## config.mk

```make
export PLATFORM = sky130hd
export DESIGN_NAME = pad_window_gen
export DESIGN_NICKNAME = d
export VERILOG_FILES = /design/src/rtl/pad_window_gen.sv
export SDC_FILE = /design/constraint.sdc
export NUM_CORES = 1
export LEC_CHECK = 0
export ABC_AREA = 0
export BUFFER_PORTS_ARGS = -buffer_cell sky130_fd_sc_hd__buf_2
export CORE_MARGIN = 3
export CORE_UTILIZATION = 52
export DETAILED_ROUTE_END_ITERATION = 10
export GPL_ROUTABILITY_DRIVEN = 0
export MAX_ROUTING_LAYER = met4
export PLACE_DENSITY = 0.89
export RECOVER_POWER = 100
export SLEW_MARGIN = 30
export SYNTH_ARGS = -nofsm -noshare
export SYNTH_HDL_FRONTEND = slang
export SYNTH_SLANG_ARGS = --single-unit
```

## constraint.sdc

```tcl
create_clock -name i_clk -period 5.7 [get_ports i_clk]
set_input_delay 0.285 -clock i_clk [delete_from_list [all_inputs] [get_ports i_clk]]
set_output_delay 0.285 -clock i_clk [all_outputs]
set_load 0.005 [all_outputs]
```

## src/rtl/pad_window_gen.sv

```systemverilog
// Position-aware zero-padding stage for KxK windows scanned over an IMG_H x IMG_W raster.
// Latency: 1 cycle from accept to o_valid; sustains one window per cycle.
// Backpressure: o_ready drops while o_valid && !i_ready; all outputs hold until consumed.
module pad_window_gen #(
    parameter int DATA_W = 10,
    parameter int K      = 3,
    parameter int IMG_W  = 16,
    parameter int IMG_H  = 16,
    localparam int TAPS  = K * K,
    localparam int RW    = (IMG_H > 1) ? $clog2(IMG_H) : 1,
    localparam int CW    = (IMG_W > 1) ? $clog2(IMG_W) : 1
) (
    input  logic                   i_clk,
    input  logic                   i_rst_n,
    input  logic                   i_start,
    input  logic                   i_pad_en,
    input  logic                   i_valid,
    output logic                   o_ready,
    input  logic [TAPS*DATA_W-1:0] i_data,
    output logic                   o_valid,
    input  logic                   i_ready,
    output logic [TAPS*DATA_W-1:0] o_data,
    output logic [TAPS-1:0]        o_sel,
    output logic [RW-1:0]          o_row,
    output logic [CW-1:0]          o_col,
    output logic                   o_last,
    output logic                   o_busy,
    output logic                   o_done
);

    localparam int PAD  = K / 2;
    localparam int MAXD = (IMG_H > IMG_W) ? ((IMG_H > K) ? IMG_H : K)
                                          : ((IMG_W > K) ? IMG_W : K);
    // Signed width covers row+r-PAD for the largest dimension plus a sign bit.
    localparam int SW   = $clog2(MAXD) + 2;

    localparam logic signed [SW-1:0] PAD_S = SW'(PAD);
    localparam logic signed [SW-1:0] H_MAX = SW'(IMG_H - 1);
    localparam logic signed [SW-1:0] W_MAX = SW'(IMG_W - 1);
    localparam logic [RW-1:0]        ROW_LAST = RW'(IMG_H - 1);
    localparam logic [CW-1:0]        COL_LAST = CW'(IMG_W - 1);

    typedef enum logic [1:0] {
        ST_IDLE  = 2'd0,
        ST_RUN   = 2'd1,
        ST_DRAIN = 2'd2
    } state_t;

    state_t             state, state_nxt;
    logic [RW-1:0]      row_q;
    logic [CW-1:0]      col_q;
    logic               pad_en_q;
    logic [TAPS-1:0]    sel;
    logic signed [SW-1:0] rr, cc;
    logic               accept;
    logic               last_pos;
    logic               consume;

    assign o_ready  = (state == ST_RUN) && (!o_valid || i_ready);
    assign accept   = i_valid && o_ready;
    assign consume  = o_valid && i_ready;
    assign last_pos = (row_q == ROW_LAST) && (col_q == COL_LAST);
    assign o_busy   = (state != ST_IDLE);

    // State register.
    always_ff @(posedge i_clk or negedge i_rst_n) begin
        if (!i_rst_n) state <= ST_IDLE;
        else          state <= state_nxt;
    end

    // Next-state: start a scan, drain after the final accept, idle once it is consumed.
    always_comb begin
        state_nxt = state;
        case (state)
            ST_IDLE:  if (i_start)            state_nxt = ST_RUN;
            ST_RUN:   if (accept && last_pos) state_nxt = ST_DRAIN;
            ST_DRAIN: if (consume)            state_nxt = ST_IDLE;
            default:                          state_nxt = ST_IDLE;
        endcase
    end

    // Keep mask from the current position: a tap survives only if it lands inside the image.
    always_comb begin
        sel = '1;
        rr  = '0;
        cc  = '0;
        if (pad_en_q) begin
            for (int r = 0; r < K; r++) begin
                for (int c = 0; c < K; c++) begin
                    rr = SW'(row_q) + SW'(r) - PAD_S;
                    cc = SW'(col_q) + SW'(c) - PAD_S;
                    sel[r*K+c] = !rr[SW-1] && (rr <= H_MAX) && !cc[SW-1] && (cc <= W_MAX);
                end
            end
        end
    end

    // Raster counters and pad-enable latch; counters only move on accept.
    always_ff @(posedge i_clk or negedge i_rst_n) begin
        if (!i_rst_n) begin
            row_q    <= '0;
            col_q    <= '0;
            pad_en_q <= 1'b1;
        end else if (state == ST_IDLE) begin
            if (i_start) begin
                pad_en_q <= i_pad_en;
                row_q    <= '0;
                col_q    <= '0;
            end
        end else if (accept) begin
            if (col_q == COL_LAST) begin
                col_q <= '0;
                row_q <= (row_q == ROW_LAST) ? '0 : row_q + RW'(1);
            end else begin
                col_q <= col_q + CW'(1);
            end
        end
    end

    // Output register: load on accept, drop valid when consumed without a refill.
    always_ff @(posedge i_clk or negedge i_rst_n) begin
        if (!i_rst_n) begin
            o_valid <= 1'b0;
            o_data  <= '0;
            o_sel   <= '0;
            o_row   <= '0;
            o_col   <= '0;
            o_last  <= 1'b0;
        end else if (accept) begin
            o_valid <= 1'b1;
            for (int t = 0; t < TAPS; t++) begin
                o_data[t*DATA_W +: DATA_W] <= sel[t] ? i_data[t*DATA_W +: DATA_W] : '0;
            end
            o_sel  <= sel;
            o_row  <= row_q;
            o_col  <= col_q;
            o_last <= last_pos;
        end else if (i_ready) begin
            o_valid <= 1'b0;
        end
    end

    // Done pulse follows the edge on which the final window leaves.
    always_ff @(posedge i_clk or negedge i_rst_n) begin
        if (!i_rst_n) o_done <= 1'b0;
        else          o_done <= (state == ST_DRAIN) && consume;
    end

endmodule

```

==> metrics.cfg <==
[finish]
layout_commonest_cell = buf_2
diodes = 0
drive_above_1_share_pct = 26.90
seqCellArea_sq_um = 3029
syn2layout_area_growth_pct = 38.57
nFillCells = 671
final_util_pct = 74.94
multi_input_area_sq_um = 1826
fin_nets = 800
stdcell_count = 839
final_cell_mix = buf_2, dfrtp_1, nand2_1

[pwr]
power.static_leakage_nw = 3.439
power.density_nw_per_um2 = 444.9
irDropWorstVdd_mv = 0.2629

[routing]
drc = 0
vias_per_cell = 5.521
wl_per_cell_um = 16.87
drt_wl_total_mm = 14.15
drtIter0Drc = 244
vias = 4632
drtAntennaViolNets = 0
firstDrtPassIters = 5

[timing]
setup_viol = 0
post-route-period-util_pct = 74.06
timing.final.crit_period_ps = 4222
grt_setup_unrepaired = no
setup_ws_ps = 1478
fin_skew_ps = 7.520
drv_slew = 158
slew_headroom_pct = -97.61
clock.fmax_mhz = 236.9
tns_ps = 0
hold_viol_final = 0
worst_pin_slew_ps = 2964
fin_hold_ws_ps = 20.41

[global_route]
grt_usage_pct = 26.72
grt_pass1_vias = 4748
grt_max_degree = 99
grt_pass1_wl_mm = 23.19
gr-total-overflow = 0
antenna_found_initial = 0

[setup_path]
crit_path_start_kind = flip-flop
path_buf_inv = 1
cp-end-kind = flip-flop
crit_type = flip-flop to flip-flop
arrival_ps = 4640
r2r_setup_slack_ps = 1480
cp_max_fo = 98
crit_chain = nor2b_1 > nand3_1 > clkbuf_2 > a21oi_1 > a22o_1
crit_family = compound AO/OA/AOI/OAI gates
slowest_stage = a21oi_1
required_ps = 6120
cpPeakStageDelay_ps = 1200

[synth]
synth_edf_count = 0
ys_ff_latch = 121
synth_area_sq_um = 5045
seq_area_frac_synth_pct = 60.04
synth.distinct_cells = 47
synth_flop_cell = dfrtp_1
netlist_instances = 467
synthArstFlopShare_pct = 100.0
syn-num-nets = 570
avgSynthCellArea_sq_um = 10.80
ys_warn_count = 0

[status]
status = finished, violations left
violations = max-capacitance violations, max-slew violations

[cts]
clkLatencyLatePin_ps = 490
cts_tree = done
max-clock-path-buffers = 2
cts_sinks = 121
root_buffer = clkbuf_8
path_clk_slew_ps = 60
cts_made_buffers = 17
cts.htree.levels = 4

[job]
maxCapViolCount = 2

[die]
dieArea_sq_um = 10920
ioPinCount = 208
dieHeight_um = 104.5
core_area_sq_um = 9328
die_w_um = 104.5
row_count = 35
start_util_pct = 54.08

[placed_design]
pre_cts_slack_ps = 2220
post-place-cells = 770
dpl.hpwl_mm = 9.041
portBuffers = 207

[worst_hold_path]
min_path_type = input port to flip-flop

-- synth_stat cells, types with 3 or more instances --
cell / count / area (sq um)
dfrtp_1: 120 / 3003
nand2_1: 112 / 420.4
a22o_1: 41 / 359.1
o21ai_0: 38 / 190.2
clkbuf_1: 26 / 97.59
nand3_1: 20 / 100.1
a32o_1: 10 / 100.1
inv_1: 10 / 37.54
a21oi_1: 9 / 45.04
ha_1: 7 / 87.58
o31ai_2: 6 / 75.07
nor2_1: 5 / 18.77
o31ai_1: 5 / 37.54
a21o_1: 4 / 30.03
nand2b_1: 4 / 25.02
nand3b_1: 4 / 30.03
nor3_1: 4 / 20.02
and2_1: 3 / 18.77
and3_1: 3 / 18.77
buf_2: 3 / 15.01
-- registers in the layout, summed over array words and instances (netlist names) --
register / cells
o_data: 90
o_last: 1
o_row: 4
row_q: 4
o_valid: 1
o_col: 4
o_sel: 9
pad_en_q: 1
o_done: 1
col_q: 4
state: 2
-- metal layers --
metal	vias to the layer above	share of wire, %	GRT usage [%]	wire length [um]
li1	2112	-	-	-
met1	2263	39	31.27	5554
met4	0	1.4	7.597	203
met3	24	7.5	5.711	1062
met5	-	0	-	0
met2	233	52	46.59	7330
-- power breakdown --
part	total, mW	internal (mW)	leakage [nW]	switching [mW]
Combinational	0.844	0.379	1.65	0.465
Sequential	1.22	1.07	1.50	0.149
Clock	1.05	0.670	0.287	0.378
Total	3.11	2.12	3.44	0.992
-- final cells by class --
class / instances / area share, %
sequential: 121 / 43.33
multi-input combinational: 301 / 26.11
timing repair buffer: 246 / 19.28
clock buffer: 22 / 6.766
tap: 129 / 2.309
clock inverter: 10 / 1.665
inverter: 10 / 0.5370
-- stage by stage --
step | instance area (sq um) | power [mW]
after floorplan | 5045 | 1.706
after global placement | 6136 | 2.017
after detailed placement | 6140 | 2.078
after CTS | 7089 | 3.157
after global routing | 6990 | 3.283
final | 6990 | 3.110
-- logic make-up after synthesis --
logic type | after synthesis | share of synthesized area, %
adder cells (fa/ha/maj) | 7 | 1.736
multiplexers | 2 | 0.4216
AO/OA/AOI/OAI | 127 | 19.25
AND/OR/NAND/NOR | 164 | 14.31
XOR/XNOR | 1 | 0.4712
flip-flops | 121 | 60.04
buffers and inverters | 45 | 3.770
-- worst paths after layout --
kind	start	endpoint	cells after the start
min	i_data[38]	o_data[38]	2
min reg2reg	o_sel[4]	o_sel[4]	1
max reg2reg	state[0]	o_data[75]	5
max in group asynchronous	i_rst_n	o_col[0]	3
max	state[0]	o_data[75]	5
min in group asynchronous	i_rst_n	o_data[47]	2
-- timing repair --
item | 4_1_cts | 5_1_grt
setup buffers | 0 | 0
hold buffers | 36 | 0
endpoints found under the hold margin | 92 | 0
resized for setup | 0 | 0
Power figures use the tool's default switching activity.
